--- config.mk ---
export PLATFORM = sky130hd
export DESIGN_NAME = gray_counter_codec
export DESIGN_NICKNAME = d
export VERILOG_FILES = /design/src/rtl/gray_counter_codec.sv
export SDC_FILE = /design/constraint.sdc
export NUM_CORES = 1
export LEC_CHECK = 0
export ABC_AREA = 0
export CAP_MARGIN = 20
export CORE_UTILIZATION = 25
export CTS_CLUSTER_SIZE = 16
export DETAILED_ROUTE_END_ITERATION = 6
export GPL_TIMING_DRIVEN = 0
export PLACE_DENSITY = 0.6
export SLEW_MARGIN = 20
export SYNTH_ARGS = -nofsm -noshare
export SYNTH_HDL_FRONTEND = slang
export SYNTH_SLANG_ARGS = --single-unit
--- constraint.sdc ---
create_clock -name clk -period 1.45 [get_ports clk]
set_input_delay 0.2175 -clock clk [delete_from_list [all_inputs] [get_ports clk]]
set_output_delay 0.2175 -clock clk [all_outputs]
set_load 0.02 [all_outputs]
--- src/rtl/gray_counter_codec.sv ---
// Registered up/down Gray counter with parallel load, plus an independent Gray-to-binary decode channel.
// Optional Gray sequence checker on the decode channel is enabled by defining GRAY_CHK_EN.
module gray_counter_codec #(
    parameter int unsigned WIDTH   = 4,
    parameter int unsigned RST_VAL = 0
) (
    input  logic             clk,
    input  logic             rst,
    input  logic             en,
    input  logic             up,
    input  logic             load,
    input  logic [WIDTH-1:0] load_bin,
    output logic [WIDTH-1:0] B,
    output logic [WIDTH-1:0] G,
    output logic             tc,
    input  logic [WIDTH-1:0] g_in,
    input  logic             g_in_vld,
    output logic [WIDTH-1:0] b_out,
    output logic             b_out_vld,
    output logic             chk_err
);

    localparam logic [WIDTH-1:0] RST_B = WIDTH'(RST_VAL);
    localparam logic [WIDTH-1:0] RST_G = RST_B ^ (RST_B >> 1);

    logic [WIDTH-1:0] b_q, b_d;
    logic [WIDTH-1:0] g_q, g_d;
    logic [WIDTH-1:0] bout_q, bout_d;
    logic [WIDTH-1:0] dec;
    logic             vld_q;

    // G is derived from the next binary value so both registers change on the same edge.
    always_comb begin
        b_d = b_q;
        if (load) begin
            b_d = load_bin;
        end else if (en) begin
            if (up) begin
                b_d = b_q + WIDTH'(1);
            end else begin
                b_d = b_q - WIDTH'(1);
            end
        end
        g_d = b_d ^ (b_d >> 1);
    end

    always_ff @(posedge clk or posedge rst) begin
        if (rst) begin
            b_q <= RST_B;
            g_q <= RST_G;
        end else begin
            b_q <= b_d;
            g_q <= g_d;
        end
    end

    assign B  = b_q;
    assign G  = g_q;
    assign tc = up ? (&b_q) : ~(|b_q);

    // MSB passes through; each lower bit is the XOR of g_in and the decoded bit above it.
    always_comb begin
        dec = '0;
        dec[WIDTH-1] = g_in[WIDTH-1];
        for (int unsigned i = 2; i <= WIDTH; i++) begin
            dec[WIDTH-i] = dec[WIDTH-i+1] ^ g_in[WIDTH-i];
        end
        bout_d = g_in_vld ? dec : bout_q;
    end

    always_ff @(posedge clk or posedge rst) begin
        if (rst) begin
            bout_q <= '0;
            vld_q  <= 1'b0;
        end else begin
            bout_q <= bout_d;
            vld_q  <= g_in_vld;
        end
    end

    assign b_out     = bout_q;
    assign b_out_vld = vld_q;

`ifdef GRAY_CHK_EN
    logic [WIDTH-1:0] ref_q;
    logic [WIDTH-1:0] diff;
    logic             multi;
    logic             armed_q;
    logic             err_q;

    // diff & (diff - 1) is non-zero exactly when more than one bit changed.
    always_comb begin
        diff  = g_in ^ ref_q;
        multi = (diff & (diff - WIDTH'(1))) != '0;
    end

    always_ff @(posedge clk or posedge rst) begin
        if (rst) begin
            ref_q   <= '0;
            armed_q <= 1'b0;
            err_q   <= 1'b0;
        end else begin
            err_q <= g_in_vld && armed_q && multi;
            if (g_in_vld) begin
                ref_q   <= g_in;
                armed_q <= 1'b1;
            end
        end
    end

    assign chk_err = err_q;
`else
    assign chk_err = 1'b0;
`endif

endmodule

==> impl_metrics.toml, run 1 <==
[run_status]
status = "finished with violations"
violations = "negative setup slack"

[critical_path]
path_class = "register to register"
worst_path_max_delay_cell = "dfrtp_2"
max_stage_delay_ns = 0.46
cp_cell_sequence = "ha_4, nand3_2, and4b_1, or3_4, xor2_1"
arrival_ns = 1.72
crit_fanout = 5
worstPathRequired_ns = 1.59
startpoint_type = "register"
endpoint_kind = "register"

[grt]
track_usage_pct = 11.2
grt_pass1_vias = 527
grt_max_degree = 13
grt-ovfl-total = 0
grt_pass1_wl_mm = 2.21
antenna_found_initial = 0

[final_layout]
fin_area_um2 = 1060
instances_no_fill = 120
syn_to_final_growth_pct = 68.8
fillCellCount = 220
final_nets = 110
final_util_pct = 46.4
drive_above_1_share_pct = 31.5
register_area_um2 = 305
n_antenna_cell = 0
multi_input_area_um2 = 344

[placement]
hpwl_mm = 1.09
globalplace.congestion = 0.691
place_area_um2 = 966
post-place-ws_ns = -0.619
numPortBuffers = 26
placed_cells = 111

[clock_tree]
ctsRootBufferMaster = "clkbuf_4"
clk_latency_ns = 0.26
clock_path_buffers = 2
cts_tree = "yes"
cts_sinks = 12
clk_pin_slew_ns = 0.07
htree_levels = 1
cts_inserted_buffers = 3
ctsHoldBuffers = 0

[routing]
wl_per_cell_um = 11.0
drc = 0
drtAntennaViolNets = 0
vias = 535
first_iter_violations = 1
firstDrtPassIters = 2
wl_mm = 1.32
viasPerCell = 4.46

[yosys]
yosysTopAreaCell = "dfrtp_1"
synth_area_per_cell_um2 = 11.0
ys_warn_count = 0
post_synth_instance_area_um2 = 626
yosys-top-cells-count = "12 x dfrtp_1, 7 x xnor2_1, 4 x a21oi_1, 4 x nor2_1"
ys.flop_type = "dfrtp_1"
yosysTopAreaCellShare_pct = 48.0
synth.area.top_cells = "dfrtp_1 48%, xnor2_1 9.8%, ha_1 4.0%"
synth_edf_count = 0
ys_async_sr_fraction_pct = 100
ys_ff_latch = 12
synth-seq-area-share_pct = 48.0
syn_inst = 57
synth_cell_type_count = 24
synthMostInstantiatedCell = "dfrtp_1"
syn_nets = 74

[timing]
rsz0062_at_grt = "yes"
fin_ws_ns = -0.129
holdWs_ns = 0.248
slew_violations = 0
setup_tns_ns = -0.355
finalHoldViolations = 0
setup_viol = 5
fin_worst_skew_ns = 0.000187
fmax_mhz = 633
timing.final.crit_share_pct = 109
final.min_clock_period_ns = 1.58

[die]
ios = 29
dieWidth_um = 52.0
die-area_um2 = 2710
rows = 17
initial_core_util_pct = 27.5
core_area_um2 = 2280
die_h_um = 52.0

[worst_hold_path]
hp-class = "input pin to async pin"

[pwr]
power.total_mw = 1.18
cellPowerDensity_nw_per_um2 = 1120
peakVddDrop_mv = 0.460
leakagePower_nw = 0.494

[run]
cap_violations = 0
==> worst paths after layout <==
check                      startpoint       end  slack [ns]  cells after the start
setup / recovery                 B[1]      G[2]       -0.13                      5
hold / removal                    rst      G[0]        0.25                      2
setup reg to reg                 B[1]      G[2]       -0.13                      5
hold reg to reg              b_out[3]  b_out[3]        0.51                      1
max in group asynchronous         rst      B[3]        0.88                      2
min in group clk                 load      B[2]        0.29                      2
==> cells in the final DEF (no fill, tap or decap) <==
cell type / instances
or2b_1: 1
a22o_1: 1
mux2_2: 2
and4b_1: 1
nor4_2: 1
or3_4: 1
buf_4: 8
o21ai_1: 1
dfrtp_1: 8
buf_2: 1
clkdlybuf4s15_1: 1
a211oi_1: 1
ha_4: 2
clkbuf_4: 3
o21ai_2: 1
nand2_1: 3
inv_1: 2
dlymetal6s2s_1: 6
nand4_1: 1
clkdlybuf4s50_1: 13
inv_2: 1
xnor2_1: 7
fa_2: 1
a21oi_1: 2
nand3_2: 1
o21ai_0: 1
conb_1: 1
a21oi_2: 2
clkbuf_8: 1
dlygate4sd2_1: 5
xor2_1: 2
nor2_1: 4
dfrtp_2: 4
mux2i_1: 2
==> metal layers <==
| metal | global-route usage [%] | share of wire [%] | up-vias |
|---|---|---|---|
| met5 | 0 | 0 | - |
| met1 | 11.4 | 39 | 253 |
| met4 | 6.76 | 0 | 0 |
| met3 | 2.34 | 9.4 | 0 |
| met2 | 20.7 | 52 | 22 |
| li1 | - | - | 260 |
==> what timing repair did <==
action	in CTS	in global routing
setup buffers	2	3
resized for setup	14	10
endpoints found under the setup margin	13	13
pin swaps	3	3
==> power by group <==
group,internal [mW],switching [mW],leakage (nW)
Sequential,0.399,0.0458,0.136
Combinational,0.252,0.232,0.336
Clock,0.152,0.0965,0.0210
==> worst max-delay path, delay by kind of cell, from the launching register on <==
family                   cells  cell delay, ns
XOR/XNOR                     1            0.14
AND/OR/NAND/NOR              3            0.57
flip-flops                   1            0.46
adder cells (fa/ha/maj)      1            0.28
==> state kept, by name, indices dropped and copies added (netlist names) <==
| signal | cells |
|---|---|
| B | 4 |
| b_out | 4 |
| G | 3 |
| b_out_vld | 1 |
==> cell type report <==
class                   count  share of cell area [%]
flip-flops and latches     12                    28.9
well taps                  28                    3.32
repair buffers             31                    28.8
plain buffers               3                    1.90
clock buffers               4                    3.44
inverters                   3                    1.07
multi-input cells          39                    32.6
==> logic make-up (layout without fill, tap and decap cells) <==
kind of cell    after synthesis  count (layout)  synth area share (%)
mux                           4               4                  6.80
simple gates                 13              13                  11.6
compound gates                9               9                  8.20
flops                        12              12                  48.0
buf+inv                       6              41                  5.00
other cells                   1               1                 0.599
xor+xnor                      9               9                  12.6
fa+ha+maj                     3               3                  7.20
No activity file was read; power rests on OpenSTA's default activity.
==> inputs of run 2 (changes only) <==
--- a/config.mk
+++ b/config.mk
@@ -7,6 +7,7 @@
 export LEC_CHECK = 0
 export ABC_AREA = 0
 export CAP_MARGIN = 20
+export CORE_MARGIN = 8
 export CORE_UTILIZATION = 25
 export CTS_CLUSTER_SIZE = 16
 export DETAILED_ROUTE_END_ITERATION = 6
@@ -16,3 +17,4 @@
 export SYNTH_ARGS = -nofsm -noshare
 export SYNTH_HDL_FRONTEND = slang
 export SYNTH_SLANG_ARGS = --single-unit
+export TNS_END_PERCENT = 100
==> run 2 against run 1 <==
  * The flow still finishes with violations (negative setup slack)
  * Sequential share of layout area rose by 0.35 points
  * Cell count is 0.83% higher
  * Clock power increased by 2%
  * Worst setup slack worse by 0.032 ns
  * Critical endpoint unchanged
  * Largest cell class unchanged
==> impl_metrics.toml, run 2 (same netlist as run 1, synthesis figures left out) <==
[routing]
top_layer_used = "met3"
viasPerCell = 4.35
dr_wl_met3_um = 195
wl_per_cell_um = 12.5
wl_met1_um = 673
drc = 0
vias = 526
firstDrtPassIters = 2
drtAntennaViolNets = 0
first_iter_violations = 4
wl_mm = 1.52
wl_met2_um = 647

[timing]
setup_viol = 7
slew_violations = 0
fmax_mhz = 620
rsz0062_at_grt = "yes"
final.min_clock_period_ns = 1.61
fin_worst_skew_ns = 0.00253
timing.final.crit_share_pct = 111
setup_tns_ns = -0.529
finalHoldViolations = 0
fin_ws_ns = -0.162

[grt]
grt_pass1_vias = 511
grt-ovfl-total = 0
grt_max_degree = 13
grt_pass1_wl_mm = 2.40
track_usage_pct = 7.02
antenna_found_initial = 0

[die]
dieWidth_um = 66.0
ios = 29
rows = 18
die-area_um2 = 4360
core_area_um2 = 2430
initial_core_util_pct = 25.7
die_h_um = 66.0

[placement]
placed_cells = 113
hpwl_mm = 1.22
globalplace.congestion = 0.717
place_area_um2 = 968
numPortBuffers = 26
post-place-ws_ns = -0.620

[critical_path]
cp_top_family = "simple AND/OR/NAND/NOR gates"
worst_path_max_delay_cell = "dfrtp_2"
crit_fanout = 6
crit_buf_inv = 0
arrival_ns = 1.75
endpoint_kind = "register"
cp_cell_sequence = "ha_4, nand3_2, and4b_1, or3_4, xor2_1"
startpoint_type = "register"
max_stage_delay_ns = 0.47
worstPathRequired_ns = 1.59
path_class = "register to register"

[final_layout]
layout_common_cells = "12 x clkdlybuf4s50_1, 8 x dfrtp_1, 7 x xnor2_1, 7 x dlymetal6s2s_1"
final_nets = 109
final_util_pct = 42.9
final_common_cell = "clkdlybuf4s50_1"
fillCellCount = 248
fin_area_um2 = 1040
drive_above_1_share_pct = 29.7
n_antenna_cell = 0
instances_no_fill = 121
syn_to_final_growth_pct = 66.8

[run_status]
violations = "negative setup slack"
status = "finished with violations"

[clock_tree]
htree_levels = 1
ctsHoldBuffers = 0
clk_latency_ns = 0.26
cts_sinks = 12
cts_inserted_buffers = 3
cts_tree = "yes"
clock_path_buffers = 2
ctsRootBufferMaster = "clkbuf_4"
clk_pin_slew_ns = 0.07

[pwr]
leakagePower_nw = 0.497
cellPowerDensity_nw_per_um2 = 1120
peakVddDrop_mv = 0.521

[worst_hold_path]
hp-class = "input pin to async pin"

[run]
cap_violations = 0
-- run 2: cell count changes in the layout (fill, tap and decap cells not counted) --
cell             before  now
dlymetal6s2s_1        6    7
o21ai_1               1    0
dlygate4sd2_1         5    6
clkdlybuf4s15_1       1    0
o21ai_0               1    2
clkdlybuf4s50_1      13   12
nor4_1                0    1
nor4_2                1    0
buf_2                 1    2
buf_4                 8    6
-- run 2: routing by layer --
| layer | vias up | global-route usage [%] |
|---|---|---|
| li1 | 262 | - |
| met1 | 240 | 8.20 |
| met2 | 24 | 10.5 |
| met3 | 0 | 3.56 |
| met4 | 0 | 3.20 |
| met5 | - | 0 |
-- run 2: area by class of cell --
| class | count | area [um^2] | share of cell area, % |
|---|---|---|---|
| Buffer | 3 | 20.0 | 1.92 |
| Clock buffer | 4 | 36.3 | 3.48 |
| Inverter | 3 | 11.3 | 1.08 |
| Multi-Input combinational cell | 39 | 338 | 32.4 |
| Sequential cell | 12 | 305 | 29.3 |
| Tap cell | 30 | 37.5 | 3.60 |
| Timing Repair Buffer | 30 | 295 | 28.3 |
-- run 2: per-stage QoR --
stage                     hold WS (ns)  power, mW
after floorplan                 0.0820      0.718
after global placement           0.492      0.931
after detailed placement         0.497      0.938
after CTS                        0.266       1.20
after global routing             0.286       1.26
final                            0.257       1.17
-- run 2: final timing paths --
path	endpoint	startpoint	cells past startpoint	slack, ns
max	G[2]	B[1]	5	-0.16
min	b_out[1]	rst	2	0.26
max reg2reg	G[2]	B[1]	5	-0.16
min reg2reg	b_out[3]	b_out[3]	1	0.50
max in group asynchronous	B[3]	rst	2	0.87
min in group clk	B[2]	load	2	0.30
-- run 2: what timing repair did --
item | CTS | global route
gates cloned | 0 | 0
pin swaps | 2 | 7
setup buffers | 3 | 1
endpoints found under the setup margin | 13 | 15
resized for setup | 14 | 7
-- run 2: where the power goes --
| part | leakage [nW] | internal, mW | switching (mW) |
|---|---|---|---|
| Sequential | 0.136 | 0.399 | 0.0486 |
| Clock | 0.0210 | 0.152 | 0.102 |
| Combinational | 0.339 | 0.243 | 0.228 |
| Total | 0.497 | 0.794 | 0.379 |
==> inputs of run 3 (changes only) <==
--- a/config.mk
+++ b/config.mk
@@ -12,8 +12,8 @@
 export CTS_CLUSTER_SIZE = 16
 export DETAILED_ROUTE_END_ITERATION = 6
 export GPL_TIMING_DRIVEN = 0
+export HOLD_SLACK_MARGIN = 0.1
 export PLACE_DENSITY = 0.6
-export SLEW_MARGIN = 20
 export SYNTH_ARGS = -nofsm -noshare
 export SYNTH_HDL_FRONTEND = slang
 export SYNTH_SLANG_ARGS = --single-unit
==> results of run 3 <==
No change in the layout: final DEF, timing and power equal those of run 2.
==> RTL change, RTL diff (settings of run 1) <==
Change the parameter `WIDTH` from 4 to 3.
--- a/src/rtl/gray_counter_codec.sv
+++ b/src/rtl/gray_counter_codec.sv
@@ -3,3 +3,3 @@
 module gray_counter_codec #(
-    parameter int unsigned WIDTH   = 4,
+    parameter int unsigned WIDTH   = 3,
     parameter int unsigned RST_VAL = 0
Ports: changed (5 resized); port bits go from 29 to 24. The function was not compared with the original's and may differ.
==> RTL change against run 1 <==
The run still ends with setup timing left. Design area down 26%. Setup slack worse by 130 ps. Clock power down 24%. Sequential cell count down 3. Routed wire length down 33%. Cell count down 21%. Synthesized area down 29%. Non-clock buffer count down 4. Global-route usage down 0.27 points. Total power down 27%. Largest cell class is now buffers.
==> RTL change: results (changes against run 1) <==
[outcome]
status = finished, violations left  ; unchanged
violations = setup timing  ; unchanged

[placed_design]
gp_congestion = 0.741  ; was 0.691
dp_hpwl_um = 720  ; was 1090 um
dp_slack_ps = -724  ; was -619 ps
dp_cells = 85  ; was 111
place_area_sq_um = 706  ; was 966 sq um
io_buffers = 22  ; was 26

[timing]
setup-tns-final_ps = -739  ; was -355 ps
timing.final.ws_setup_ps = -257  ; was -129 ps
setup_viol = 5  ; unchanged
finalClockSkew_ps = 3.26  ; was 0.187 ps
hold_ws_ps = 213  ; was 248 ps

[detailed_routing]
wl_met3_um = 32  ; was 125 um
route.layer.met1.wl_um = 418  ; was 510 um
viasPerCell = 3.84  ; was 4.46
wl_met2_um = 424  ; was 687 um
wl_um = 884  ; was 1320 um
drt_iter0_drc = 2  ; was 1
highest_layer = met4  ; was met3

[finish]
stdcell_count = 95  ; was 120
n_antenna_cell = 0  ; unchanged
drive_above_1_share_pct = 29.6  ; was 31.5%

[worst_setup_path]
timing.rr.end = G[1]  ; was G[2]
r2r_slack_ps = -260  ; was -130 ps
worstPathArrival_ps = 1890  ; was 1720 ps
path_max_fanout = 4  ; was 5
cp_slowest_cell = or4b_4  ; was dfrtp_2
max_stage_delay_ps = 480  ; was 460 ps

[clock_network]
post_cts_resized = 12  ; was 14
post-cts-setup-buffers = 1  ; was 2

[yosys]
yosys-top-cells-count = dfrtp_1 (9), xnor2_1 (5), inv_1 (3), nor2_1 (3)  ; was dfrtp_1 (12), xnor2_1 (7), a21oi_1 (4), nor2_1 (4)
syn_area_per_cell_sq_um = 11.5  ; was 11.0 sq um
async_reset_ff_share_pct = 100  ; unchanged
ys_seq_area_share_pct = 50.4  ; was 48.0%
yosys-top-cells-area = dfrtp_1 (50%), xnor2_1 (9.8%), fa_1 (4.5%), buf_4 (3.4%), or4b_4 (3.1%)  ; was dfrtp_1 (48%), xnor2_1 (9.8%), ha_1 (4.0%), mux2_2 (3.6%), a21oi_1 (3.2%)
synth_cell_type_count = 20  ; was 24
syn_nets = 52  ; was 74

[pwr]
ir_drop_mv = 0.650  ; was 0.460 mV
p_leak_nw = 0.370  ; was 0.494 nW

[global_routing]
grt_pass1_vias = 369  ; was 527
track_usage_pct = 11.0  ; was 11.2%
grt_pass1_wl_um = 1510  ; was 2210 um
grt_max_degree = 10  ; was 13

-- RTL change: cell types whose count changed in the layout (fill, tap and decap cells not counted), sizes merged, moves of 2 or more --
cell / run 1 / this run
o21ai: 3 / 1
xnor2: 7 / 5
dlymetal6s2s: 6 / 3
ha: 2 / 0
a21oi: 4 / 2
dfrtp: 12 / 9
-- RTL change: layout make-up --
type	count	area, sq um
multi-input cells	25	201
inverters	3	11.3
fillers	153	815
clock buffers	4	26.3
repair buffers	28	267
flip-flops and latches	9	229
well taps	24	30.0
plain buffers	2	15.0
-- RTL change: routing by layer --
layer  GRT usage (%)  vias to the layer above
li1                -                      193
met1            12.8                      161
met2            17.1                        9
met3            4.90                        2
met4            5.45                        0
met5               0                        -
-- RTL change: cells by family after synthesis --
kind of cell,after synthesis,share of synthesized area [%]
simple gates,10,14.3
flops,9,50.4
xor+xnor,6,11.8
buf+inv,5,5.88
compound gates,4,5.04
mux,3,7.28
fa+ha+maj,1,4.48
other cells,1,0.840
-- RTL change: power breakdown --
group | switching (mW) | internal [mW]
clock | 0.0839 | 0.106
sequential | 0.0270 | 0.297
combinational | 0.159 | 0.189
-- RTL change: critical path, delay by kind of cell (launching register included) --
family / cells / cell delay (ps)
adder cells (fa/ha/maj): 1 / 360
XOR/XNOR: 2 / 270
AND/OR/NAND/NOR: 2 / 570
flip-flops: 1 / 430
-- RTL change: how the worst max path moves through the flow --
stage	from	to	slack, ps	cells after the start
final	B[1]	G[1]	-260	5
after global placement	up	G[1]	-670	7
after global routing	B[1]	G[1]	-320	5
after floorplan	B[1]	G[1]	-260	5
after detailed placement	up	G[1]	-720	7
after CTS	B[1]	G[1]	-270	5
